### config.mk
export PLATFORM = sky130hd
export DESIGN_NAME = hit_window_scorer
export DESIGN_NICKNAME = d
export VERILOG_FILES = /design/src/rtl/gh_pkg.sv /design/src/rtl/phase_timer.sv /design/src/rtl/hit_window_scorer.sv
export SDC_FILE = /design/constraint.sdc
export NUM_CORES = 1
export LEC_CHECK = 0
export CORE_MARGIN = 2
export CORE_UTILIZATION = 59
export CTS_BUF_LIST = sky130_fd_sc_hd__clkbuf_8 sky130_fd_sc_hd__clkbuf_16
export DETAILED_ROUTE_END_ITERATION = 10
export GPL_ROUTABILITY_DRIVEN = 1
export GPL_TIMING_DRIVEN = 0
export HOLD_SLACK_MARGIN = 0.15
export PLACE_DENSITY = 0.85
export SLEW_MARGIN = 20
export SYNTH_ARGS = -nofsm -noshare
export SYNTH_HDL_FRONTEND = slang
export SYNTH_HIERARCHICAL = 1
export SYNTH_SLANG_ARGS = --single-unit
export TNS_END_PERCENT = 10
### constraint.sdc
create_clock -name clk -period 5.25 [get_ports clk]
set_input_delay 1.05 -clock clk [delete_from_list [all_inputs] [get_ports clk]]
set_output_delay 1.05 -clock clk [all_outputs]
set_load 0.01 [all_outputs]
### src/rtl/gh_pkg.sv
// Shared types and constants for the guitar-lane note scoring logic.
package gh_pkg;

  typedef enum logic [1:0] {
    IDLE,
    APPROACH,
    WINDOW,
    GRACE
  } lane_state_t;

  localparam int unsigned MULT_W   = 3;
  localparam int unsigned MULT_T1  = 10;
  localparam int unsigned MULT_T2  = 20;
  localparam int unsigned MULT_T3  = 30;
  localparam int unsigned MULT_MAX = 4;

  // Multiplier from the current combo streak: 1 below T1, stepping up to MULT_MAX.
  function automatic logic [MULT_W-1:0] mult_of(input int unsigned combo);
    logic [MULT_W-1:0] m;
    if (combo >= MULT_T3)      m = MULT_W'(MULT_MAX);
    else if (combo >= MULT_T2) m = MULT_W'(3);
    else if (combo >= MULT_T1) m = MULT_W'(2);
    else                       m = MULT_W'(1);
    return m;
  endfunction

endpackage

### src/rtl/phase_timer.sv
// Loadable down-counter timing the approach and window phases of a note.
module phase_timer #(
  parameter int unsigned CNT_W = 4
) (
  input  logic             clk,
  input  logic             reset,
  input  logic             load_i,
  input  logic [CNT_W-1:0] load_val_i,
  input  logic             dec_i,
  output logic             zero_c
);

  logic [CNT_W-1:0] cnt_q;
  logic [CNT_W-1:0] cnt_d;

  always_comb begin
    cnt_d = cnt_q;
    if (load_i)                      cnt_d = load_val_i;
    else if (dec_i && cnt_q != '0)   cnt_d = cnt_q - CNT_W'(1);
  end

  always_ff @(posedge clk or posedge reset) begin
    if (reset) cnt_q <= '0;
    else       cnt_q <= cnt_d;
  end

  assign zero_c = (cnt_q == '0);

endmodule

### src/rtl/hit_window_scorer.sv
// Per-lane note timing FSM: opens the hit window, resolves hit/miss and keeps score/combo.
module hit_window_scorer
  import gh_pkg::*;
#(
  parameter int unsigned APPROACH_CYCLES = 1000,
  parameter int unsigned WINDOW_CYCLES   = 200,
  parameter int unsigned POINTS          = 10,
  parameter int unsigned SCORE_W         = 16,
  parameter int unsigned COMBO_W         = 8
) (
  input  logic               clk,
  input  logic               reset,
  input  logic               note_strobe,
  input  logic               hit_in,
  output logic               hit_window,
  output logic               hit_ok,
  output logic               miss,
  output logic               note_drop,
  output logic               busy,
  output logic [SCORE_W-1:0] score,
  output logic [COMBO_W-1:0] combo,
  output logic [MULT_W-1:0]  mult
);

  localparam int unsigned CNT_MAX = (APPROACH_CYCLES > WINDOW_CYCLES) ? APPROACH_CYCLES
                                                                      : WINDOW_CYCLES;
  localparam int unsigned CNT_W   = (CNT_MAX > 1) ? $clog2(CNT_MAX) : 1;
  localparam int unsigned SUM_W   = SCORE_W + 8;
  localparam logic [SCORE_W-1:0] SCORE_MAX = {SCORE_W{1'b1}};
  localparam logic [COMBO_W-1:0] COMBO_MAX = {COMBO_W{1'b1}};

  lane_state_t        state_q, state_d;
  logic [SCORE_W-1:0] score_q, score_d, score_hit;
  logic [COMBO_W-1:0] combo_q, combo_d, combo_hit;
  logic               hit_ok_q, hit_ok_d;
  logic               miss_q, miss_d;
  logic               note_drop_q, note_drop_d;
  logic [SUM_W-1:0]   score_sum;

  logic               tmr_load;
  logic [CNT_W-1:0]   tmr_val;
  logic               tmr_dec;
  logic               tmr_zero;

  phase_timer #(
    .CNT_W (CNT_W)
  ) u_phase_timer (
    .clk        (clk),
    .reset      (reset),
    .load_i     (tmr_load),
    .load_val_i (tmr_val),
    .dec_i      (tmr_dec),
    .zero_c     (tmr_zero)
  );

  // Saturating score/combo values a hit would produce, using the pre-hit multiplier.
  always_comb begin
    score_sum = SUM_W'(score_q) + SUM_W'(POINTS) * SUM_W'(mult);
    score_hit = (score_sum > SUM_W'(SCORE_MAX)) ? SCORE_MAX : SCORE_W'(score_sum);
    combo_hit = (combo_q == COMBO_MAX) ? combo_q : combo_q + COMBO_W'(1);
  end

  always_comb begin
    state_d     = state_q;
    score_d     = score_q;
    combo_d     = combo_q;
    hit_ok_d    = 1'b0;
    miss_d      = 1'b0;
    note_drop_d = note_strobe && (state_q != IDLE);
    tmr_load    = 1'b0;
    tmr_val     = '0;
    tmr_dec     = 1'b0;

    unique case (state_q)
      IDLE: begin
        if (note_strobe) begin
          state_d  = APPROACH;
          tmr_load = 1'b1;
          tmr_val  = CNT_W'(APPROACH_CYCLES - 1);
        end
      end
      APPROACH: begin
        if (tmr_zero) begin
          state_d  = WINDOW;
          tmr_load = 1'b1;
          tmr_val  = CNT_W'(WINDOW_CYCLES - 1);
        end else begin
          tmr_dec = 1'b1;
        end
      end
      WINDOW: begin
        // A hit on the last window cycle wins over the move to GRACE.
        if (hit_in) begin
          state_d  = IDLE;
          score_d  = score_hit;
          combo_d  = combo_hit;
          hit_ok_d = 1'b1;
        end else if (tmr_zero) begin
          state_d = GRACE;
        end else begin
          tmr_dec = 1'b1;
        end
      end
      GRACE: begin
        state_d = IDLE;
        if (hit_in) begin
          score_d  = score_hit;
          combo_d  = combo_hit;
          hit_ok_d = 1'b1;
        end else begin
          combo_d = '0;
          miss_d  = 1'b1;
        end
      end
      default: state_d = IDLE;
    endcase
  end

  always_ff @(posedge clk or posedge reset) begin
    if (reset) begin
      state_q     <= IDLE;
      score_q     <= '0;
      combo_q     <= '0;
      hit_ok_q    <= 1'b0;
      miss_q      <= 1'b0;
      note_drop_q <= 1'b0;
    end else begin
      state_q     <= state_d;
      score_q     <= score_d;
      combo_q     <= combo_d;
      hit_ok_q    <= hit_ok_d;
      miss_q      <= miss_d;
      note_drop_q <= note_drop_d;
    end
  end

  assign hit_window = (state_q == WINDOW);
  assign busy       = (state_q != IDLE);
  assign hit_ok     = hit_ok_q;
  assign miss       = miss_q;
  assign note_drop  = note_drop_q;
  assign score      = score_q;
  assign combo      = combo_q;
  assign mult       = mult_of(32'(combo_q));

endmodule

* Word-level counts from Yosys, hierarchy flattened
Cells that the tools add are included.
Storage, ports and cells: register bits after elaboration 39, input port bits 4, output and inout bits 32, word-level logic and storage cells 63
Operators by class: add/subtract/negate cells 3, $mul 1, order comparisons 4, equal/unequal tests 8, mux-type cells 28, reduce and logical (&&, ||, !) cells 12
Operators with widths (count):
- $mux W8 | 4
- $mux W10 | 3
- $pmux W10 S2 | 1
- $add A16 B7 Y17 | 1
- $gt A17 B16 Y1 const B | 1
- $ge A8 B5 Y1 const B | 2
- $mux W16 | 1
- $pmux W8 S2 | 1
- $mux W2 | 6
- $logic_not A10 Y1 | 1
- $reduce_bool A10 Y1 | 1
- $sub A10 B1 Y10 const B | 1
- $add A8 B1 Y8 const B | 1
- $eq A8 B8 Y1 const B | 1
- $ge A8 B4 Y1 const B | 1
- $mux W1 | 8
- $pmux W2 S4 | 1
- $mul A3 B3 Y6 const A | 1
- $ne A2 B2 Y1 const B | 3
- $reduce_bool A2 Y1 | 3
- $eq A2 B2 Y1 const B | 2
- $pmux W1 S2 | 2
- $reduce_and A2 Y1 | 2
- $mux W3 | 1
- other kinds (6) | 7

* Depth between registers and ports, before layout
word-level depth 8, depth in mapped cells 12, mapped depth without buffers 12

* Cells and area by module
Netlist, hierarchy kept.
By module, submodules not included:
- hit_window_scorer | times used 1, cells each 203, area an instance 1903.1 um2, seq. area each 725.7 um2
- phase_timer | times used 1, cells each 69, area an instance 655.6 um2, seq. area each 250.2 um2

* Worst setup path after synthesis
Ideal clock, no wire load.
path type register to register, from register combo_q[1], in the netlist combo[1], to register score_q[7], in the netlist score[7], library setup time 76 ps, arrival 2796 ps, required time 5174 ps, setup slack 2378 ps, stages on the path, launching flop included 10, buffers on the path 0, clock period less this slack 2872 ps, cells stage by stage dfrtp_1 -> ha_1 -> nor2_1 -> o21ai_0 -> a21oi_1 -> fa_1 -> a21o_2 -> a311o_2 -> and3_1 -> o21ai_1
On the way: elaborated cells between the ends (all ways) 10, classes of those cells add/sub (1); mul (1); order compare (4); mux (4)
RTL lines:
- from (decl) | line hit_window_scorer.sv:34 | logic [COMBO_W-1:0] combo_q, combo_d, combo_hit;
- from (signal assigned) | line hit_window_scorer.sv:130 | combo_q <= combo_d;
- $ge A8 B5 Y1 (*) | line gh_pkg.sv:20 | if (combo >= MULT_T3) m = MULT_W'(MULT_MAX);
- $mux W3 (*) | line gh_pkg.sv:20
- net mult[2] | line hit_window_scorer.sv:22 | output logic [MULT_W-1:0] mult
- $mul A3 B3 Y6 (*) | line hit_window_scorer.sv:58 | score_sum = SUM_W'(score_q) + SUM_W'(POINTS) * SUM_W'(mult);
- $add A16 B7 Y17 (*) | line hit_window_scorer.sv:58
- $gt A17 B16 Y1 | line hit_window_scorer.sv:59 | score_hit = (score_sum > SUM_W'(SCORE_MAX)) ? SCORE_MAX : SCORE_W'(score_sum);
- $mux W16 (*) | line hit_window_scorer.sv:59
- to (signal assigned) | line hit_window_scorer.sv:129 | score_q <= score_d;
- to (decl) | line hit_window_scorer.sv:33 | logic [SCORE_W-1:0] score_q, score_d, score_hit;
The timed path passes the listed nets; every way through them passes the cells marked *. A chain may end at the register's enable or synchronous reset.

* Final worst setup path
from register combo_q[0], in the netlist combo[0], to output mult[1]
On the way: word-level cells in the longest chain between the ends 4, elaborated cells between the ends (all ways) 6, classes of those cells order compare (3); mux (3)
RTL lines:
- $ge A8 B4 Y1 | line gh_pkg.sv:22 | else if (combo >= MULT_T1) m = MULT_W'(2);
- $mux W2 | line gh_pkg.sv:22
- $mux W2 | line gh_pkg.sv:21 | else if (combo >= MULT_T2) m = MULT_W'(3);
- $mux W3 (*) | line gh_pkg.sv:20
- to (decl) | line hit_window_scorer.sv:22
Mark *: on every way between the ends. The rest lies on a longest branch, timed or not.

==> flow_metrics.py <==
metrics = {
    "run_status": {
        "status": "finished, final reports clean",
    },
    "synthesis": {
        "seq_area_frac_synth": 0.381,
        "synth_area_leaders": "dfrtp_1 (38%), ha_1 (6.4%), a21oi_1 (4.5%)",
        "synth_warnings": 6,
        "synth.largest_area_cell": "dfrtp_1",
        "avgSynthCellArea_um2": 9.41,
        "ys_async_sr_fraction": 1.00,
        "yosysUniqueCellTypes": 62,
        "syn_inst": 272,
        "netlist_area_um2": 2560,
        "synth_ff_type": "dfrtp_1",
        "synth-edff-count": 0,
        "ys_ff_latch": 39,
        "yosys.area.top_type_share": 0.381,
    },
    "clocking": {
        "clk_path_buf_depth": 2,
        "ctsHoldBuffers": 0,
        "ctsResizeCount": 0,
        "cts_max_level": 2,
        "cts_buffers": 5,
        "clk_pin_slew_ns": 0.07,
        "cts_root_buf": "clkbuf_8",
        "cts_setup_buffers": 0,
        "clock-sinks": 39,
        "cts_tree": "done",
        "insertion_delay_ns": 0.30,
    },
    "sta": {
        "worst_pin_slew_ns": 0.638,
        "setup_tns_ns": 0,
        "finalSetupViolations": 0,
        "hold_viol": 0,
        "fmax_mhz": 290,
        "fin_worst_skew_ns": 0.00673,
        "finalCritPeriodShare": 0.656,
        "hold_ws_ns": 0.470,
        "grt_setup_unrepaired": "false",
        "fin_crit_ns": 3.44,
        "slew_viol_final": 0,
        "relSlewSlack": 0.574,
    },
    "global_routing": {
        "track_usage": 0.242,
        "grt_pass1_wl_um": 9650,
        "gr-total-overflow": 0,
        "grt_max_degree": 30,
        "antenna_found_initial": 0,
        "grt_pass1_vias": 2081,
    },
    "placement": {
        "placed_cells": 358,
        "post-dp-hpwl_um": 4110,
        "port-buffer-count": 34,
        "gp_congestion": 0.893,
    },
    "cells_and_area": {
        "layoutNonFillerInstCount": 366,
        "multi_input_area_um2": 1480,
        "fillers": 324,
        "register_area_um2": 976,
        "nets": 333,
        "diodes": 0,
        "syn2layout_area_growth_pct": 20.0,
        "drive_above_1_share": 0.101,
    },
    "floorplanning": {
        "core_area_um2": 4090,
        "start_util": 0.626,
        "row_count": 23,
        "die_area_um2": 4880,
        "die_h_um": 69.9,
        "die_x_um": 69.9,
        "io_pins": 36,
    },
    "worst_setup_path": {
        "crit_required_ns": 4.20,
        "slowest_stage": "clkdlybuf4s50_1",
        "crit_fanout": 7,
        "endpoint_kind": "output port",
        "worst-path-buf-inv": 2,
        "path_class": "reg2out",
        "cp_cell_sequence": "inv_1, ha_1, nor2_1, o21ai_0, a21oi_1, clkdlybuf4s50_1",
        "critPathTopFamily": "buffers and inverters",
        "crit_arrival_ns": 2.39,
        "critPathLaunchType": "flip-flop",
        "critPathMaxStageDelay_ns": 0.60,
    },
    "detailed_routing": {
        "drt-pass1-iter-count": 5,
        "routed.top_layer": "met4",
        "wirelength_um": 5690,
        "wl_per_cell_um": 15.5,
        "drtIter0Drc": 220,
        "final_antenna_net_count": 0,
        "viasPerCell": 6.25,
        "vias": 2287,
        "wl_met1_um": 2500,
        "route.met3.wl_um": 328,
        "drcViolationCount": 0,
        "met2_length_um": 2770,
    },
    "pwr": {
        "power_uw": 1830,
        "power.leakage_uw": 0.00131,
        "vdd_drop_max_mv": 0.356,
        "power.density_nw_per_um2": 596,
    },
    "min_path": {
        "hold_path.class": "reg2reg",
    },
    "flow_run": {
        "drv_cap": 0,
    },
}
[flip-flops by register name (all words and copies together), names as in the netlist]
register and count:
miss 1, state_q 2, note_drop 1, combo 8
u_phase_timer/cnt_q 10, hit_ok 1, score 16
[path summary, 6_finish.rpt]
kind                          start                     end  slack (ns)  depth (start not counted)
setup reg to reg           combo[1]               score[13]        2.26                         11
min in group asynchronous     reset  u_phase_timer/cnt_q[8]        1.08                          2
setup / recovery           combo[0]                 mult[1]        1.81                          6
hold / removal             score[0]                score[0]        0.47                          1
max in group asynchronous     reset                combo[4]        3.64                          2
hold reg to reg            score[0]                score[0]        0.47                          1
[area by class of cell]
type / instances / area share
Buffer: 7 / 0.0110
Clock buffer: 7 / 0.0314
Clock inverter: 1 / 0.00122
Inverter: 19 / 0.0249
Multi-Input combinational cell: 209 / 0.482
Sequential cell: 39 / 0.318
Tap cell: 50 / 0.0204
Timing Repair Buffer: 34 / 0.111
[worst reg2reg max path, cell delays in order, from the launching register on]
cell and delay, ns:
dfrtp_1 0.55, ha_1 0.22, nor2_1 0.06, nand2_1 0.08, a21boi_0 0.08, o31a_1 0.31, ha_1 0.24, fa_1 0.41
a21o_2 0.23, a311o_2 0.44, and4_1 0.19, o21ai_1 0.12
[logic make-up (layout without fill, tap and decap cells)]
logic type / count (synthesis) / after routing / synth area share
xor+xnor: 8 / 8 / 0.0274
mux: 7 / 7 / 0.0298
simple gates: 88 / 88 / 0.195
other cells: 1 / 3 / 0.00147
buf+inv: 26 / 68 / 0.0430
fa+ha+maj: 14 / 14 / 0.0714
flops: 39 / 39 / 0.381
compound gates: 89 / 89 / 0.250
[cell usage in the layout, fill, tap and decap left out, drive strengths merged, types with 6 or more instances in the layout]
cell type	instances
nand2	16
clkbuf	10
dfrtp	39
ha	13
o21ai	21
a31oi	6
and3	6
clkdlybuf4s50	34
nand3	8
a41oi	6
a21oi	23
inv	19
nand4	6
nor2	21
[where the power goes]
part,leakage (uW),internal (uW),switching [uW]
clock network,0.0000557,118,105
logic,0.000766,489,591
registers,0.000489,404,121
total,0.00131,1010,818
[cells in the mapped netlist (3+ instances only)]
master / n
a21o_1: 3
a21oi_1: 23
a31oi_1: 6
a41oi_1: 5
and3_1: 6
and4_1: 5
buf_2: 3
clkbuf_1: 3
dfrtp_1: 39
ha_1: 13
inv_1: 18
mux2i_1: 5
nand2_1: 16
nand2b_1: 3
nand3_1: 8
nand4_1: 5
nor2_1: 20
nor2b_1: 5
nor3_1: 4
nor3b_1: 3
o21ai_0: 10
o21ai_1: 10
o31ai_1: 5
xnor2_1: 4
xor2_1: 4
[metrics by stage]
stage / cell area, um^2 / setup WS, ns / utilization
2_1_floorplan: 2570 / 2.38 / -
3_3_place_gp: 2970 / 2.17 / 0.727
3_5_place_dp: 2970 / 2.13 / 0.727
4_1_cts: 3070 / 1.82 / 0.751
5_1_grt: 3070 / 1.63 / 0.751
6_report: 3070 / 1.81 / 0.751
[per-layer routing]
| metal | up-vias | global-route usage |
|---|---|---|
| met5 | - | 0 |
| met4 | 0 | 0.0919 |
| met3 | 7 | 0.0346 |
| met2 | 86 | 0.399 |
| met1 | 1094 | 0.324 |
| li1 | 1100 | - |
No activity file was read; power rests on OpenSTA's default activity.
